<file path="src/rtl/mux_arb_pkg.sv">
// mux_arb_pkg: shared constants and helpers for the arbitrated N-to-1 mux.
//   DEF_WIDTH / DEF_N : default data width and channel count
//   sel_w()           : channel-index width, max(1, clog2(n))
//   chan_idx_t        : channel index type for the default channel count
package mux_arb_pkg;

  localparam int unsigned DEF_WIDTH = 24;
  localparam int unsigned DEF_N     = 8;

  // Index width never collapses to zero, so N=2 still gets a 1-bit index.
  function automatic int unsigned sel_w(input int unsigned n);
    return (n <= 2) ? 1 : $clog2(n);
  endfunction

  localparam int unsigned DEF_SELW = sel_w(DEF_N);

  typedef logic [DEF_SELW-1:0] chan_idx_t;

endpackage : mux_arb_pkg

</file>
<file path="src/rtl/rr_grant.sv">
// rr_grant: combinational one-hot grant over N requests.
// With MUX_ARB_RR_EN defined, the search starts at ptr and wraps modulo N
// (round-robin); otherwise index 0 has highest priority and there is no ptr port.
//   req     : per-channel request
//   ptr     : round-robin start index (MUX_ARB_RR_EN only)
//   grant_c : one-hot grant, zero when no request
//   idx_c   : encoded index of the granted channel (0 when none)
//   any_c   : at least one request present
module rr_grant
  import mux_arb_pkg::*;
#(
  parameter int unsigned N    = DEF_N,
  parameter int unsigned SELW = sel_w(N)
) (
  input  logic [N-1:0]    req,
`ifdef MUX_ARB_RR_EN
  input  logic [SELW-1:0] ptr,
`endif
  output logic [N-1:0]    grant_c,
  output logic [SELW-1:0] idx_c,
  output logic            any_c
);

  // Walk the channels in search order; the first requester wins.
  always_comb begin
    int unsigned     cand;
    logic [SELW-1:0] ci;
    logic            found;
    grant_c = '0;
    idx_c   = '0;
    found   = 1'b0;
    for (int unsigned k = 0; k < N; k++) begin
`ifdef MUX_ARB_RR_EN
      cand = 32'(ptr) + k;
      if (cand >= N) cand = cand - N;
`else
      cand = k;
`endif
      ci = SELW'(cand);
      if (!found && req[ci]) begin
        found       = 1'b1;
        grant_c[ci] = 1'b1;
        idx_c       = ci;
      end
    end
    any_c = found;
  end

endmodule : rr_grant

</file>
<file path="src/rtl/mux_arb_nto1.sv">
// mux_arb_nto1: N-to-1 arbitrated multiplexer with a one-word output register.
// Optional feature macro: MUX_ARB_RR_EN (round-robin; fixed priority otherwise).
//   clk, rst  : rising-edge clock, synchronous active-high reset
//   in_valid  : per-channel request
//   in_data   : channel i at [i*WIDTH +: WIDTH]
//   in_ready  : per-channel accept, one-hot or zero
//   out_valid : output register holds a word
//   out_data  : held word
//   out_sel   : index of the channel that produced out_data
//   out_ready : consumer accepts out_data
module mux_arb_nto1
  import mux_arb_pkg::*;
#(
  parameter  int unsigned WIDTH = DEF_WIDTH,
  parameter  int unsigned N     = DEF_N,
  localparam int unsigned SELW  = sel_w(N)
) (
  input  logic               clk,
  input  logic               rst,
  input  logic [N-1:0]       in_valid,
  input  logic [N*WIDTH-1:0] in_data,
  output logic [N-1:0]       in_ready,
  output logic               out_valid,
  output logic [WIDTH-1:0]   out_data,
  output logic [SELW-1:0]    out_sel,
  input  logic               out_ready
);

  logic [N-1:0]     grant_c;
  logic [SELW-1:0]  grant_idx_c;
  logic             any_c;
  logic             load_en_c;
  logic [WIDTH-1:0] sel_data_c;

`ifdef MUX_ARB_RR_EN
  logic [SELW-1:0]  ptr;
`endif

  rr_grant #(
    .N    (N),
    .SELW (SELW)
  ) u_grant (
    .req     (in_valid),
`ifdef MUX_ARB_RR_EN
    .ptr     (ptr),
`endif
    .grant_c (grant_c),
    .idx_c   (grant_idx_c),
    .any_c   (any_c)
  );

  // Output register is empty or draining this cycle.
  assign load_en_c  = !out_valid || out_ready;

  // Reset blocks acceptance so no producer believes its word was taken.
  assign in_ready   = (load_en_c && !rst) ? grant_c : '0;

  assign sel_data_c = in_data[32'(grant_idx_c)*WIDTH +: WIDTH];

  // Output holding register; data/sel keep their value when the slot empties.
  always_ff @(posedge clk) begin
    if (rst) begin
      out_valid <= 1'b0;
      out_data  <= '0;
      out_sel   <= '0;
    end else if (load_en_c) begin
      if (any_c) begin
        out_valid <= 1'b1;
        out_data  <= sel_data_c;
        out_sel   <= grant_idx_c;
      end else begin
        out_valid <= 1'b0;
      end
    end
  end

`ifdef MUX_ARB_RR_EN
  // Pointer moves just past the last served channel, wrapping N-1 -> 0.
  always_ff @(posedge clk) begin
    if (rst) begin
      ptr <= '0;
    end else if (load_en_c && any_c) begin
      ptr <= (32'(grant_idx_c) == N - 1) ? '0 : SELW'(32'(grant_idx_c) + 1);
    end
  end
`endif

endmodule : mux_arb_nto1

</file>
<file path="config.mk">
export PLATFORM = sky130hd
export DESIGN_NAME = mux_arb_nto1
export DESIGN_NICKNAME = d
export VERILOG_FILES = /design/src/rtl/mux_arb_pkg.sv /design/src/rtl/rr_grant.sv /design/src/rtl/mux_arb_nto1.sv
export SDC_FILE = /design/constraint.sdc
export NUM_CORES = 1
export LEC_CHECK = 0
export CAP_MARGIN = 20
export CORE_MARGIN = 3
export CORE_UTILIZATION = 33
export DETAILED_ROUTE_END_ITERATION = 8
export GPL_TIMING_DRIVEN = 0
export PLACE_DENSITY = 0.84
export SYNTH_ARGS = -nofsm -noshare
export SYNTH_HDL_FRONTEND = slang
export SYNTH_HIERARCHICAL = 1
export SYNTH_SLANG_ARGS = --single-unit
export TNS_END_PERCENT = 30
</file>
<file path="constraint.sdc">
create_clock -name clk -period 2.65 [get_ports clk]
set_input_delay 0.3975 -clock clk [delete_from_list [all_inputs] [get_ports clk]]
set_output_delay 0.3975 -clock clk [all_outputs]
set_load 0.005 [all_outputs]
</file>
Word-level counts from Yosys, hierarchy flattened
Index checks and enable logic that the tools add are counted.
- mux-type cells: 24
- shifts and indexed selects: 1
- reductions and logical operators: 19
- multiply operators: 1
- operators with widths (kind ; number):
    $shiftx A192 B9 Y24 ; 1
    $mux W1 ; 17
    $mux W3 ; 4
    $logic_not A1 Y1 ; 9
    $logic_and A1 B1 Y1 ; 8
    $mux W8 ; 1
    $mul A3 B2 Y5 const B ; 1
    $mux W2 ; 2
    $reduce_and A2 Y1 ; 1
    $logic_or A1 B1 Y1 ; 1
- input bits: 203
- bits in registers: 28
- logic and storage cells: 48
- output and inout port bits: 36

Depth between registers and ports, before layout
Gate-level depths: netlist of the first run.
- depth after elaboration: 24
- gate-level depth with buffers: 10

Modules after synthesis
The synthesis of the first run kept the hierarchy.
- by module, submodules not included (module ; sequential area each (sq um) ; times used ; cells each ; area each (sq um)):
    mux_arb_nto1 ; 560.5 ; 1 ; 302 ; 2746.4
    rr_grant ; 0.0 ; 1 ; 22 ; 150.1

Worst setup path after synthesis of the first run
OpenSTA, ideal clock, no wires.
- path type: in2reg
- start point: in in_valid[1]
- end point: reg out_data[0]
- setup slack: 654 ps
- stages on the path: 9
- path buffers: 2
- arrival: 1856 ps
- data required time: 2509 ps
- cells stage by stage: nor4_4 and4b_1 a21o_1 and2_1 buf_2 buf_2 a22oi_2 a21oi_1 nor3_2
- longest elaborated chain between the ends: 22
- elaborated cells on any way between the ends: 30
- those cells by class: 1 x mul; 1 x shift; 14 x mux; 14 x reduce/logical
- ends and longest elaborated chain (item ; line ; text):
    start, declared ; mux_arb_nto1.sv:20 ; input logic [N-1:0] in_valid,
    $logic_and A1 B1 Y1 (*) ; rr_grant.sv:40 ; if (!found && req[ci]) begin
    $mux W1 ; rr_grant.sv:40 ;
    $logic_not A1 Y1 ; rr_grant.sv:40 ;
    $logic_and A1 B1 Y1 ; rr_grant.sv:40 ;
    $mux W1 ; rr_grant.sv:40 ;
    $logic_not A1 Y1 ; rr_grant.sv:40 ;
    $logic_and A1 B1 Y1 ; rr_grant.sv:40 ;
    $mux W1 ; rr_grant.sv:40 ;
    (+7 left out) ; - ;
    $logic_and A1 B1 Y1 ; rr_grant.sv:40 ;
    $mux W1 ; rr_grant.sv:40 ;
    $logic_not A1 Y1 ; rr_grant.sv:40 ;
    $logic_and A1 B1 Y1 ; rr_grant.sv:40 ;
    $mux W3 (*) ; rr_grant.sv:40 ;
    net grant_idx_c[0] ; mux_arb_nto1.sv:30 ; logic [SELW-1:0] grant_idx_c;
    $mul A3 B2 Y5 (*) ; mux_arb_nto1.sv:58 ; assign sel_data_c = in_data[32'(grant_idx_c)*WIDTH +: WIDTH];
    $shiftx A192 B9 Y24 (*) ; mux_arb_nto1.sv:58 ;
    end signal, assigned ; mux_arb_nto1.sv:69 ; out_data <= sel_data_c;
    end, declared ; mux_arb_nto1.sv:24 ; output logic [WIDTH-1:0] out_data,
Mark *: on every way through the listed nets, which the timed path passes. The rest lies on a longest branch.
A chain may end at the register's enable or synchronous reset.

Worst setup path in the final report of the first run
- start point: in in_valid[0]
- end point: out in_ready[7]
- longest elaborated chain between the ends: 23
- ends and longest elaborated chain (item ; line ; text):
    $mux W1 (*) ; rr_grant.sv:40 ;
    $logic_not A1 Y1 ; rr_grant.sv:40 ;
    $logic_and A1 B1 Y1 ; rr_grant.sv:40 ;
    $mux W1 (*) ; rr_grant.sv:40 ;
    $logic_not A1 Y1 ; rr_grant.sv:40 ;
    $logic_and A1 B1 Y1 ; rr_grant.sv:40 ;
    $mux W1 (*) ; rr_grant.sv:40 ;
    $logic_not A1 Y1 ; rr_grant.sv:40 ;
    (+8 left out) ; - ;
    $logic_not A1 Y1 ; rr_grant.sv:40 ;
    $logic_and A1 B1 Y1 ; rr_grant.sv:40 ;
    $mux W1 (*) ; rr_grant.sv:40 ;
    $logic_not A1 Y1 (*) ; rr_grant.sv:40 ;
    $logic_and A1 B1 Y1 (*) ; rr_grant.sv:40 ;
    $mux W1 (*) ; rr_grant.sv:40 ;
    net grant_c[7] ; mux_arb_nto1.sv:29 ; logic [N-1:0] grant_c;
    $mux W8 (*) ; mux_arb_nto1.sv:56 ; assign in_ready = (load_en_c && !rst) ? grant_c : '0;
    end, declared ; mux_arb_nto1.sv:22 ; output logic [N-1:0] in_ready,
Marks and branches as above.

==> flow_summary.ini, run 1 <==
[finish]
final_area_sq_mm = 0.00550
n_antenna_cell = 0
area_growth_pct = 89.8
final_cell_mix = 236 x clkdlybuf4s50_1, 95 x mux2i_1, 38 x a22oi_1
drive_above_1_share = 0.131
final_common_cell = clkdlybuf4s50_1
nets = 770

[critical_path]
cp-start-kind = input port
critPathTopFamily = buffers and inverters
critical_path.cell_chain = clkdlybuf4s50_1 -> nor4_4 -> and4b_1 -> and2_1 -> clkdlybuf4s50_1
crit_path_top_delay_cell = clkdlybuf4s50_1
endpoint_kind = output port
crit_top_cell = clkdlybuf4s50_1
cp.arrival_ns = 2.14
cpPeakStageDelay_ns = 0.55
worstSetupPathType = input port to output port
cp_num_buf_inv = 2
path_max_fanout = 7
critPathRequiredTime_ns = 2.25

[clock_network]
clock_sinks = 28
clockBufferDepth = 2
postCtsSetupBuffers = 0
path_clk_slew_ns = 0.09
root_buffer = clkbuf_8
htreeDepth = 1
cts_buffers = 3
cts_tree = yes
clk_latency_ns = 0.27

[sta]
tns_ns = 0
hold_viol_final = 0
setup_violations = 0
max_slew_margin = 0.529
slew_violations = 0
fin_crit_ns = 2.53
fin_skew_ns = 0.00368
tightest_slew_ns = 0.706
fmax_ghz = 0.394
min_period_over_period = 0.957

[place]
placedInstanceArea_sq_mm = 0.00541
dp_hpwl_mm = 10.3
gp_congestion = 0.815
io_buffers = 238

[hold_path]
hold_path.class = flop to flop

[synthesis]
yosysWarnings = 6
synth_cell_type_count = 28
synth_fp_nets = 527
syn_inst = 324
syn-cell-area_sq_mm = 0.00290
yosysSeqAreaShare = 0.194
synth_seq_cells = 28
avgSynthCellArea_sq_um = 8.94

[job]
drv_cap = 0

[global_route]
grt_start_max_net_pins = 15
grt_usage = 0.241
grt-ovfl-total = 0
grt_pass1_vias = 3643
antenna_found_initial = 0
grt_first_pass_wirelength_mm = 19.2

[pwr]
power_uw = 1510
p_per_area_mw_per_mm2 = 275
ir_drop_mv = 0.199
p_leak_uw = 0.00205

[floorplanning]
chipWidth_um = 99.7
io_pins = 239
fp.dieH_um = 99.7
die_area_sq_mm = 0.00994
core_area_sq_mm = 0.00838
start_util = 0.346
rows = 33

[route]
drc = 0
vias = 3476
vias_per_cell = 5.19
antenna_left = 0
wire_per_inst_um = 18.7
drt_pass1_iterations = 4
wirelength_mm = 12.5
drt_iter0_drc = 122

[run_status]
status = finished clean
-- sequential cells by signal (all words and copies together), names as in the netlist --
signal,cells
out_valid,1
out_sel,3
out_data,24
-- cells by family (layout without fill, tap and decap cells) --
kind of cell | after synthesis | count (layout) | share of synthesized area
buffers and inverters | 34 | 275 | 0.0825
AND/OR/NAND/NOR | 85 | 85 | 0.191
flip-flops | 28 | 28 | 0.194
AO/OA/AOI/OAI | 81 | 81 | 0.201
multiplexers | 96 | 96 | 0.332
-- Yosys cell counts (all sizes together) --
library cell | n | area [sq um]
nand2b | 1 | 6.26
mux2i | 96 | 961
nand3 | 1 | 5.00
nor4b | 1 | 8.76
nor4 | 1 | 21.3
a21oi | 28 | 140
nor3 | 24 | 240
a211oi | 1 | 7.51
dfxtp | 28 | 561
a21o | 1 | 7.51
nor3b | 2 | 20.0
and4b | 1 | 10.0
clkbuf | 1 | 3.75
inv | 2 | 7.51
and3 | 1 | 7.51
a21boi | 1 | 7.51
nor2 | 33 | 124
nand2 | 6 | 22.5
a22oi | 48 | 410
nor2b | 4 | 25.0
buf | 31 | 228
o21ai | 2 | 10.0
and2 | 10 | 62.6
-- through the flow --
| step | utilization | hold slack, ns | worst slack [ns] | cells |
|---|---|---|---|---|
| 5_1_grt | 0.656 | 0.485 | -0.00442 | 670 |
| 3_5_place_dp | 0.645 | 0.451 | -0.340 | 667 |
| 3_3_place_gp | 0.645 | 0.442 | -0.324 | 667 |
| 2_1_floorplan | - | 0.453 | 0.654 | 324 |
| 4_1_cts | 0.651 | 0.465 | 0.0199 | 670 |
| 6_report | 0.656 | 0.464 | 0.115 | 670 |
-- routing by layer --
metal / share of wire / GRT usage
met5: 0 / 0
met4: 0.017 / 0.0473
met3: 0.087 / 0.0652
met2: 0.50 / 0.439
met1: 0.39 / 0.282
-- worst register-to-register path: stages, from the launching register on --
cell and delay, ns:
dfxtp_1 0.36, nor2b_1 0.24, nand2b_1 0.14, buf_4 0.17, buf_2 0.25, a21oi_1 0.10, nor3_2 0.11
-- report_power, final --
group	leakage [uW]	internal (uW)	switching, uW
clock	0.0000216	102	128
sequential	0.000233	461	21.0
combinational	0.00180	502	299
-- cell type report --
class | instances | area [sq um]
fillers | 714 | 2880
repair buffers | 238 | 2390
multi-input cells | 262 | 2120
flip-flops and latches | 28 | 561
plain buffers | 32 | 251
well taps | 105 | 131
clock buffers | 3 | 41.3
inverters | 2 | 7.51
-- timing repair --
item,CTS,global route
resized for setup,3,14
pin swaps,0,2
endpoints found under the setup margin,10,27
hold buffers,0,0
-- final timing paths --
kind / from / endpoint / slack (ns) / cells after the start
min reg2reg: out_sel[1] / out_sel[1] / 0.46 / 2
max reg2reg: out_valid / out_data[2] / 1.22 / 6
max: in_valid[0] / in_ready[7] / 0.12 / 5
min: out_sel[1] / out_sel[1] / 0.46 / 2
(Power assumes the default switching activity.)
==> run 2: changes to the inputs <==
--- a/config.mk
+++ b/config.mk
@@ -5,12 +5,13 @@
 export SDC_FILE = /design/constraint.sdc
 export NUM_CORES = 1
 export LEC_CHECK = 0
+export ABC_AREA = 0
 export CAP_MARGIN = 20
 export CORE_MARGIN = 3
 export CORE_UTILIZATION = 33
 export DETAILED_ROUTE_END_ITERATION = 8
 export GPL_TIMING_DRIVEN = 0
-export PLACE_DENSITY = 0.84
+export PLACE_DENSITY = 0.93
 export SYNTH_ARGS = -nofsm -noshare
 export SYNTH_HDL_FRONTEND = slang
 export SYNTH_HIERARCHICAL = 1
==> run 2 against run 1 <==
Against the previous run: sequential share of layout area is essentially flat; combinational power grew 0.5%; critical endpoint is now out_data[11]; first-iteration DRC count is 34% lower; via count is 2.4% higher; largest power group unchanged; final cell count grew 0.30%; clock skew about the same; die area unchanged.
==> flow_summary.ini, run 2 (synthesized netlist as in run 1, its figures left out) <==
[run_status]
status = finished clean

[pwr]
clkPwrFrac = 0.211
power.switching_uw = 470
p_leak_uw = 0.00206
power_uw = 1630
p_per_area_mw_per_mm2 = 296
seq_power_share = 0.296
ir_drop_mv = 0.235
comb_power_share = 0.492
swShare = 0.288
p_int_uw = 1160

[critical_path]
reg2reg_setup_slack_ns = 1.22
critPathRequiredTime_ns = 2.82
cp.arrival_ns = 2.74
path_max_fanout = 10
crit_start = in_valid[3]
worstReg2RegEnd = out_sel[0]
endpoint_kind = flop
ff2ff_path_depth = 6
endpoint = out_data[11]
r2r_start = out_valid
worstSetupPathType = input port to flop
cp-start-kind = input port

[finish]
nets = 771
largest_reg_flops = 24
final_cell_mix = 236 x clkdlybuf4s50_1, 95 x mux2i_1, 38 x a22oi_1
n_antenna_cell = 0
final_cell_count_no_fill = 672
largest-register = out_data
area_growth_pct = 90.6
largest_registers = out_data x24, out_sel x3, out_valid x1
drive_above_1_share = 0.136
final_common_cell = clkdlybuf4s50_1
final_area_sq_mm = 0.00552

[floorplanning]
io_pins = 239
die_area_sq_mm = 0.00994
core_area_sq_mm = 0.00838
start_util = 0.346
fp.dieH_um = 99.7
chipWidth_um = 99.7
rows = 33

[place]
dp_hpwl_mm = 10.5
placedInstanceArea_sq_mm = 0.00541
io_buffers = 238
dpl.cell_count = 667
place_ws_ns = -0.409
gp_congestion = 0.878

[clock_network]
cts_buffers = 3
htreeDepth = 1
clk_latency_ns = 0.28
holdBufCountCts = 0
clockBufferDepth = 2
path_clk_slew_ns = 0.10
root_buffer = clkbuf_8
clock_sinks = 28
cts_tree = yes

[global_route]
grt_pass1_vias = 3684
grt_first_pass_wirelength_mm = 19.0
grt_usage = 0.243
antenna_found_initial = 0
grt-ovfl-total = 0
grt_start_max_net_pins = 17

[route]
vias_per_cell = 5.30
drc = 0
drt_pass1_iterations = 4
wirelength_mm = 12.9
antenna_left = 0
drt_iter0_drc = 81
wire_per_inst_um = 19.2
vias = 3560

[sta]
tns_ns = 0
grt_setup_unrepaired = true
worst_slack_ns = 0.0869
fin_crit_ns = 2.56
fmax_ghz = 0.390
hold_viol_final = 0
slew_violations = 0
fin_skew_ns = 0.00338
tightest_slew_ns = 0.725
max_slew_margin = 0.516
setup_violations = 0
min_period_over_period = 0.967

[hold_path]
hold_path.class = flop to flop

[job]
drv_cap = 0
## run 2: worst min-delay path by stage
stage	to	cells past startpoint	startpoint	slack, ns
finish	out_sel[2]	2	out_sel[2]	0.47
global route	out_sel[2]	2	out_sel[2]	0.49
CTS	out_sel[2]	2	out_sel[2]	0.47
global placement	out_sel[1]	2	out_sel[1]	0.44
detailed placement	out_sel[2]	2	out_sel[2]	0.45
floorplan	out_sel[0]	2	out_sel[0]	0.45
## run 2: final cells by class
cell class	count	area [sq um]
multi-input cells	262	2120
clock buffers	3	41.3
flip-flops and latches	28	561
inverters	2	7.51
well taps	105	131
plain buffers	32	241
repair buffers	239	2390
clock inverters	1	30.0
fillers	653	2860
## run 2: power groups by stage
| stage | clock network, uW | logic [uW] | registers [uW] |
|---|---|---|---|
| 3_5_place_dp | 0 | 797 | 493 |
| 2_1_floorplan | 0 | 316 | 494 |
| 6_report | 345 | 805 | 484 |
| 4_1_cts | 350 | 802 | 483 |
| 3_3_place_gp | 0 | 780 | 490 |
| 5_1_grt | 365 | 858 | 489 |
## run 2: metrics by stage
step                      utilization  hold slack (ns)
after global routing            0.659            0.486
final                           0.659            0.469
after CTS                       0.656            0.468
after floorplan                     -            0.453
after detailed placement        0.645            0.451
after global placement          0.645            0.442
## run 2: critical path, cell delays in order
cell and delay, ns:
clkdlybuf4s50_1 0.50, nor4_4 0.36, a21boi_2 0.32, nor2b_1 0.16
buf_2 0.19, buf_2 0.32, a22oi_1 0.16, a21oi_1 0.25
nor3_2 0.06
## run 2: routing by layer
metal  vias to the layer above  GRT usage  wire length, um
met5                         -          0                0
met4                         0     0.0683              300
met1                      1656      0.272             4910
met2                       191      0.447             6560
li1                       1691          -                -
met3                        22     0.0638             1140
## run 2: timing repair
action | in CTS | in global routing
pin swaps | 1 | 2
buffers inserted | 0 | 1
setup endpoints to repair | 25 | 27
resized for setup | 7 | 4
==> run 3: changes to the inputs <==
--- a/config.mk
+++ b/config.mk
@@ -11,6 +11,7 @@
 export CORE_UTILIZATION = 33
 export DETAILED_ROUTE_END_ITERATION = 8
 export GPL_TIMING_DRIVEN = 0
+export HOLD_SLACK_MARGIN = 0.15
 export PLACE_DENSITY = 0.93
 export SYNTH_ARGS = -nofsm -noshare
 export SYNTH_HDL_FRONTEND = slang
==> constraint.sdc (replaced) <==
create_clock -name clk -period 2.65 [get_ports clk]
set_input_delay 0.3975 -clock clk [delete_from_list [all_inputs] [get_ports clk]]
set_output_delay 0.3975 -clock clk [all_outputs]
set_load 0.02 [all_outputs]
==> run 3 against run 2 <==
Against the previous run: cell area down 0.11%; register-to-register slack is essentially flat; routed wire length fell by 0.14%; utilization down 0.075 points; critical path depth up 1; largest cell class unchanged; hold slack got worse by 0.00093 ns; flip-flop and latch count stayed put; critical path type unchanged; die area unchanged; combinational power rose by 6.0%; via count decreased by 0.25%; total power increased by 2.9%.
==> flow_summary.ini, run 3 (synthesized netlist as in run 1, its figures left out) <==
[run_status]
status = finished clean

[route]
antenna_left = 0
vias_per_cell = 5.28
drt_pass1_iterations = 4
wire_per_inst_um = 19.2
drt_iter0_drc = 95
drc = 0
vias = 3551
wirelength_mm = 12.9

[pwr]
ir_drop_mv = 0.235
power_uw = 1680
p_per_area_mw_per_mm2 = 305
p_leak_uw = 0.00208

[sta]
max_slew_margin = 0.517
slew_violations = 0
setup_violations = 0
tightest_slew_ns = 0.725
hold_viol_final = 0
tns_ns = 0
grt_setup_unrepaired = true
fin_crit_ns = 2.60
worst_slack_ns = 0.0487
fin_skew_ns = 0.00286
min_period_over_period = 0.982
fmax_ghz = 0.384

[finish]
final_common_cell = clkdlybuf4s50_1
nFillCells = 657
post-route-util = 0.658
area_growth_pct = 90.4
largest_reg_flops = 24
final_area_sq_mm = 0.00551
n_antenna_cell = 0
largest-register = out_data
nets = 771
seq_area_sq_um = 561
multi_input_area_sq_mm = 0.00212
drive_above_1_share = 0.136
largest_registers = out_data x24, out_sel x3, out_valid x1
final_cell_mix = 233 x clkdlybuf4s50_1, 95 x mux2i_1, 38 x a22oi_1

[floorplanning]
chipWidth_um = 99.7
fp.dieH_um = 99.7
die_area_sq_mm = 0.00994
rows = 33
start_util = 0.346
io_pins = 239
core_area_sq_mm = 0.00838

[global_route]
grt_pass1_vias = 3684
grt_start_max_net_pins = 17
grtUsageMet3 = 0.0638
grt-ovfl-total = 0
busiest_layer = met2
grt_first_pass_wirelength_mm = 19.0
grt_use_met1 = 0.272
grtUsageMet2 = 0.447
grt_usage = 0.243
antenna_found_initial = 0

[place]
gp_congestion = 0.878
io_buffers = 238
place_ws_ns = -0.409
placedInstanceArea_sq_mm = 0.00541
dp_hpwl_mm = 10.5

[critical_path]
path_max_fanout = 10
endpoint_kind = flop
cp.arrival_ns = 2.75
worstSetupPathType = input port to flop
critPathRequiredTime_ns = 2.80
cp-start-kind = input port

[clock_network]
clk_latency_ns = 0.28
root_buffer = clkbuf_8
clockBufferDepth = 2
cts_tree = yes
cts_buffers = 3
htreeDepth = 1
path_clk_slew_ns = 0.10
clock_sinks = 28

[hold_path]
hold_path.class = flop to flop

[job]
drv_cap = 0
run 3: cell count changes in the layout (fill, tap and decap cells not counted), sizes merged:
cell           before  now
clkdlybuf4s50     236  233
dlygate4sd2         1    4
run 3: final timing paths:
path                    start          end  slack [ns]  depth (start not counted)
setup / recovery  in_valid[3]  out_data[8]        0.05                         10
hold / removal     out_sel[2]   out_sel[2]        0.47                          2
setup reg to reg    out_valid   out_sel[0]        1.22                          6
hold reg to reg    out_sel[2]   out_sel[2]        0.47                          2
run 3: layout make-up:
| class | count | share of cell area |
|---|---|---|
| Sequential cell | 28 | 0.102 |
| Multi-Input combinational cell | 262 | 0.384 |
| Clock inverter | 1 | 0.00545 |
| Buffer | 32 | 0.0433 |
| Clock buffer | 3 | 0.00749 |
| Inverter | 2 | 0.00136 |
| Tap cell | 105 | 0.0238 |
| Timing Repair Buffer | 239 | 0.433 |
run 3: report_power, final:
group | total, uW | internal, uW | switching (uW) | leakage [uW]
registers | 484 | 461 | 22.4 | 0.000233
logic | 853 | 501 | 352 | 0.00181
clock network | 345 | 202 | 142 | 0.0000357
run 3: per-layer routing:
layer,vias to the layer above,share of wire
met5,-,0
met4,0,0.021
met3,20,0.095
met2,193,0.51
met1,1647,0.37
li1,1691,-
run 3: what timing repair did:
| action | 4_1_cts | 5_1_grt |
|---|---|---|
| buffers inserted | 0 | 1 |
| gates resized for setup | 9 | 4 |
| endpoints found under the setup margin | 27 | 25 |
| hold buffers | 0 | 0 |
| pin swaps | 1 | 2 |
run 3: critical path, stage by stage:
cell	delay (ns)
clkdlybuf4s50_1	0.50
nor4_4	0.37
and4b_1	0.28
a21o_1	0.18
and2_1	0.14
buf_2	0.17
buf_2	0.27
a22oi_1	0.16
a21oi_1	0.22
nor3_2	0.05
run 3: per-stage QoR:
stage,hold WS (ns),std cells
floorplan,0.533,324
global placement,0.442,667
detailed placement,0.451,667
CTS,0.468,671
global route,0.486,672
finish,0.468,672
